===== src/rtl/prio_encoder_8_3_arb_pkg.sv =====
// Shared definitions for the 8-to-3 priority encoder/arbiter: sizes, FSM encoding
// and one-hot/index conversion helpers.
package prio_encoder_8_3_arb_pkg;

    localparam int N     = 8;
    localparam int IDX_W = 3;
    localparam int CNT_W = 8;

    typedef enum logic {
        ST_IDLE  = 1'b0,
        ST_OFFER = 1'b1
    } state_e;

    function automatic logic [N-1:0] idx_to_onehot(input logic [IDX_W-1:0] idx);
        logic [N-1:0] oh;
        oh      = '0;
        oh[idx] = 1'b1;
        return oh;
    endfunction

    function automatic logic [IDX_W-1:0] onehot_to_idx(input logic [N-1:0] oh);
        logic [IDX_W-1:0] idx;
        idx = '0;
        for (int i = 0; i < N; i++) begin
            if (oh[i]) begin
                idx = idx | IDX_W'(i);
            end
        end
        return idx;
    endfunction

endpackage


===== src/rtl/prio_encoder_8_3_arb_enc.sv =====
// Combinational wrap-around search: first set bit at or above (base+1) mod 8 wins.
// base=7 degenerates to a plain lowest-index-first search.
module prio_enc_8_3
    import prio_encoder_8_3_arb_pkg::*;
(
    input  logic [N-1:0]     in_vec,
    input  logic [IDX_W-1:0] base,
    output logic [IDX_W-1:0] idx,
    output logic             any
);

    logic [IDX_W-1:0] pos;

    always_comb begin
        idx = '0;
        any = 1'b0;
        pos = '0;
        for (int i = 0; i < N; i++) begin
            pos = base + IDX_W'(i + 1);
            if (!any && in_vec[pos]) begin
                idx = pos;
                any = 1'b1;
            end
        end
    end

endmodule


===== src/rtl/prio_encoder_8_3_arb.sv =====
// Sequential 8-to-3 priority arbiter: sticky pending vector, two-state offer FSM,
// grant counter. Define ROUND_ROBIN_EN for round-robin instead of highest-index-first.
//
// Handshake: out_idx is offered while out_valid=1 and held stable until out_ready=1
// is seen at a rising edge; that edge is the transfer. out_ready while out_valid=0 is ignored.
module prio_encoder_8_3_arb
    import prio_encoder_8_3_arb_pkg::*;
(
    input  logic             clk,
    input  logic             rst,
    input  logic [N-1:0]     req,
    input  logic             out_ready,
    output logic [IDX_W-1:0] out_idx,
    output logic             out_valid,
    output logic [N-1:0]     pending,
    output logic [CNT_W-1:0] grant_cnt,
    output state_e           dbg_state
);

    state_e           state_q, state_d;
    logic [N-1:0]     pending_q, pending_d;
    logic [IDX_W-1:0] out_idx_q, out_idx_d;
    logic             out_valid_q, out_valid_d;
    logic [CNT_W-1:0] grant_cnt_q, grant_cnt_d;

    logic             accept;
    logic [N-1:0]     clr;
    logic [N-1:0]     enc_in;
    logic [IDX_W-1:0] enc_base;
    logic [IDX_W-1:0] enc_idx;
    logic             enc_any;
    logic [IDX_W-1:0] sel_idx;

    assign accept = (state_q == ST_OFFER) && out_valid_q && out_ready;
    assign clr    = accept ? idx_to_onehot(out_idx_q) : '0;

`ifdef ROUND_ROBIN_EN
    logic [IDX_W-1:0] last_idx_q, last_idx_d;

    assign enc_in   = pending_q;
    assign enc_base = last_idx_q;
    assign sel_idx  = enc_idx;

    always_comb begin
        last_idx_d = last_idx_q;
        if (accept) begin
            last_idx_d = out_idx_q;
        end
    end

    always_ff @(posedge clk) begin
        if (rst) begin
            last_idx_q <= IDX_W'(N - 1);
        end else begin
            last_idx_q <= last_idx_d;
        end
    end
`else
    // Bit-reversed input with base=7 turns the lowest-first search into highest-first.
    always_comb begin
        enc_in = '0;
        for (int i = 0; i < N; i++) begin
            enc_in[i] = pending_q[N-1-i];
        end
    end

    assign enc_base = IDX_W'(N - 1);
    assign sel_idx  = ~enc_idx;
`endif

    prio_enc_8_3 u_enc (
        .in_vec (enc_in),
        .base   (enc_base),
        .idx    (enc_idx),
        .any    (enc_any)
    );

    // State register
    always_ff @(posedge clk) begin
        if (rst) begin
            state_q <= ST_IDLE;
        end else begin
            state_q <= state_d;
        end
    end

    // Next-state logic
    always_comb begin
        state_d = state_q;
        case (state_q)
            ST_IDLE:  if (enc_any) state_d = ST_OFFER;
            ST_OFFER: if (out_ready) state_d = ST_IDLE;
            default:  state_d = ST_IDLE;
        endcase
    end

    // Datapath next values; req is OR-ed last so a same-cycle re-request survives the clear.
    always_comb begin
        pending_d   = (pending_q & ~clr) | req;
        out_idx_d   = out_idx_q;
        out_valid_d = out_valid_q;
        grant_cnt_d = grant_cnt_q;
        case (state_q)
            ST_IDLE: begin
                out_valid_d = 1'b0;
                if (enc_any) begin
                    out_idx_d   = sel_idx;
                    out_valid_d = 1'b1;
                end
            end
            ST_OFFER: begin
                if (out_ready) begin
                    out_valid_d = 1'b0;
                    grant_cnt_d = grant_cnt_q + 1'b1;
                end
            end
            default: out_valid_d = 1'b0;
        endcase
    end

    always_ff @(posedge clk) begin
        if (rst) begin
            pending_q   <= '0;
            out_idx_q   <= '0;
            out_valid_q <= 1'b0;
            grant_cnt_q <= '0;
        end else begin
            pending_q   <= pending_d;
            out_idx_q   <= out_idx_d;
            out_valid_q <= out_valid_d;
            grant_cnt_q <= grant_cnt_d;
        end
    end

    assign out_idx   = out_idx_q;
    assign out_valid = out_valid_q;
    assign pending   = pending_q;
    assign grant_cnt = grant_cnt_q;
    assign dbg_state = state_q;

endmodule


===== config.mk =====
export PLATFORM = sky130hd
export DESIGN_NAME = prio_encoder_8_3_arb
export DESIGN_NICKNAME = d
export VERILOG_FILES = /design/src/rtl/prio_encoder_8_3_arb_pkg.sv /design/src/rtl/prio_encoder_8_3_arb_enc.sv /design/src/rtl/prio_encoder_8_3_arb.sv
export SDC_FILE = /design/constraint.sdc
export NUM_CORES = 1
export LEC_CHECK = 0
export ABC_CLOCK_PERIOD_IN_PS = 3500
export BUFFER_PORTS_ARGS = -buffer_cell sky130_fd_sc_hd__buf_2
export CORE_MARGIN = 8
export CORE_UTILIZATION = 40
export CTS_CLUSTER_DIAMETER = 200
export DETAILED_ROUTE_END_ITERATION = 12
export GPL_TIMING_DRIVEN = 0
export HOLD_SLACK_MARGIN = 0.03
export PLACE_DENSITY = 0.74
export SETUP_SLACK_MARGIN = 0.05
export SLEW_MARGIN = 10
export SYNTH_ARGS = -nofsm -noshare
export SYNTH_HDL_FRONTEND = slang
export SYNTH_SLANG_ARGS = --single-unit

===== constraint.sdc =====
create_clock -name clk -period 3.5 [get_ports clk]
set_input_delay 0.175 -clock clk [delete_from_list [all_inputs] [get_ports clk]]
set_output_delay 0.175 -clock clk [all_outputs]
set_load 0.005 [all_outputs]

==> results.cfg <==
[critical_path]
start_kind = register
end_kind = register
regToRegStartpoint = dbg_state$_SDFF_PP0_
reg2reg_depth = 4
required_ns = 3.66
crit_start = dbg_state$_SDFF_PP0_
rr_endpoint = pending[7]$_SDFF_PP0_
reg2reg_slack_ns = 2.14
crit_type = register to register
cp_data_arrival_time_ns = 1.52
worst-path-max-fanout = 10
critPathCapture = pending[7]$_SDFF_PP0_

[floorplan]
io_pins = 32
die_h_microns = 64.0
core_sq_um = 2190
dieArea_sq_um = 4100
die_w_microns = 64.0
start_util = 0.421
rows = 17

[timing]
setup_viol = 0
fin_crit_sh = 0.388
min_period_ns = 1.36
slew-limit-headroom = 0.664
worst_pin_slew_ns = 0.504
clock_skew_ns = 0.00547
hold_viol = 0
fmax_mhz = 737
setup-tns-final_ns = 0
whs_ns = 0.103
rsz0062_at_grt = no
slew_viol_final = 0

[logic_synthesis]
synth_top_cell_by_area = dfxtp_1
synth_compound_area_frac = 0.201
async_flop_share = 0
synth_ff_type = dfxtp_1
syn_area_per_cell_sq_um = 8.47
synth-adder-area-share = 0.0136
syn_nets = 121
syn-cell-area_sq_um = 923
synthSimpleGateAreaFrac = 0.241
synth_top_family_by_area = simple AND/OR/NAND/NOR gates
ys_types = 33
netlist_top_cells_count = 21 x dfxtp_1, 13 x a21oi_1, 9 x inv_1, 9 x nor2_1, 9 x o21ai_0
synthCells = 109
synthXorXnorAreaFrac = 0.0190
synthMostInstantiatedCell = dfxtp_1
yosys_register_bits = 21
synth_edf_count = 0
ys_top_cells_by_area = dfxtp_1 46%, a21oi_1 7.0%, o21ai_0 4.9%, inv_1 3.7%, nor2_1 3.7%
synth_warnings = 0
synth_seq_area_share = 0.455
muxShareOfSynthArea = 0.0122
synth_top_area_share = 0.455

[route]
postRouteAntennaNets = 0
vias = 901
drt-total-wl_microns = 2300
viasPerCell = 5.27
avgRoutedWirePerCell_microns = 13.4
route.detailed.drc = 0
drt-pass1-iter-count = 4
drt_iter0_markers = 18

[global_routing]
grtUsageTotal = 0.117
antenna_found_initial = 0
grt_max_degree = 12
grt_first_pass_wirelength_microns = 4010
first_global_vias = 981
grt_overflow_total = 0

[clock_network]
clock_tree.htree_level_count = 1
clock-root-buffer = clkbuf_4
cts_setup_buffers = 0
clk_latency_ns = 0.29
path_clk_slew_ns = 0.11
cts_buffers = 3
cts_sinks = 21
cts_buffer_depth = 2
hold_buffers = 0
cts_tree = done
ctsResizeCount = 0

[place]
dpl_cell_area_sq_um = 1110
placed_cells = 167
gp_congestion = 0.828
dp_hpwl_microns = 1850
io_buffer_count = 30

[finish]
n_antenna_cell = 0
nets = 156
fill_cells = 228
drive_gt1_frac = 0.273
area_growth_syn_to_layout_pct = 22.9
stdcell_area_sq_um = 1130
final_cells = 171

[power]
p_leak_nw = 0.502
peakVddDrop_mv = 0.206
p_per_area_nw_per_um2 = 391

[hold_path]
hp-class = input port to register

[flow_run]
cap_violations = 0

[outcome]
status = finished, final reports clean
[routing by layer]
| layer | vias up | track usage | routed length, microns |
|---|---|---|---|
| li1 | 458 | - | - |
| met1 | 420 | 0.116 | 972 |
| met2 | 23 | 0.213 | 1140 |
| met3 | 0 | 0.0488 | 182 |
| met4 | 0 | 0.0390 | 0 |
| met5 | - | 0 | 0 |
[power breakdown]
group          total [mW]  leakage (nW)  switching [mW]  internal [mW]
logic              0.0616         0.314          0.0312         0.0304
registers           0.270         0.174          0.0174          0.253
clock network       0.112        0.0150          0.0675         0.0443
[worst max-delay path, cell delays in order (launching register included)]
cell and delay, ns:
dfxtp_1 0.45, buf_2 0.24, nand4_1 0.22, o21ai_0 0.23, a21oi_1 0.09
[cells by family after synthesis]
kind of cell / Yosys count
AOI/OAI and AO/OA: 31
buffers and inverters: 13
adders and majority gates: 1
DFF: 21
muxes: 1
and+or+nand+nor: 40
xor gates and xnor gates: 2
[layout make-up]
type / instances / area, sq um / area share
repair buffers: 30 / 150 / 0.132
well taps: 28 / 35.0 / 0.0309
flip-flops and latches: 21 / 420 / 0.370
clock buffers: 4 / 26.3 / 0.0232
plain buffers: 4 / 20.0 / 0.0176
inverters: 9 / 33.8 / 0.0298
multi-input cells: 75 / 449 / 0.396
[flip-flops by register name, indices dropped and copies added, names as in the netlist]
signal	cells
grant_cnt	8
pending	8
out_idx	3
dbg_state	1
out_valid	1
[placed cells by master (no fill, tap or decap), drive strengths merged]
cell,count
a32o,1
nand4b,1
nor4,4
or2,1
or4,2
ha,1
nor2,9
a21o,1
a221oi,1
o211a,1
o21bai,1
o21ai,9
nand2,6
nand3,4
a311oi,1
buf,33
nor2b,2
mux2,1
or3,2
clkbuf,5
dfxtp,21
inv,9
xor2,2
o31ai,3
nor3,2
a21oi,13
nand3b,1
nand2b,3
nand4,3
[per-stage QoR]
stage	worst slack, ns	util	total power, mW
after floorplan	2.28	-	0.308
after global placement	2.12	0.506	0.336
after detailed placement	2.12	0.506	0.339
after CTS	2.12	0.518	0.451
after global routing	1.98	0.518	0.473
final	2.14	0.518	0.444
[worst min path at each step]
| stage | startpoint | to | slack (ns) | depth (start not counted) |
|---|---|---|---|---|
| finish | req[4] | pending[4]$_SDFF_PP0_ | 0.10 | 3 |
| detailed placement | req[7] | pending[7]$_SDFF_PP0_ | 0.42 | 3 |
| CTS | req[4] | pending[4]$_SDFF_PP0_ | 0.09 | 3 |
| global placement | req[6] | pending[6]$_SDFF_PP0_ | 0.41 | 3 |
| floorplan | req[1] | pending[1]$_SDFF_PP0_ | 0.30 | 2 |
| global route | req[4] | pending[4]$_SDFF_PP0_ | 0.08 | 3 |
Power figures use the tool's default switching activity.
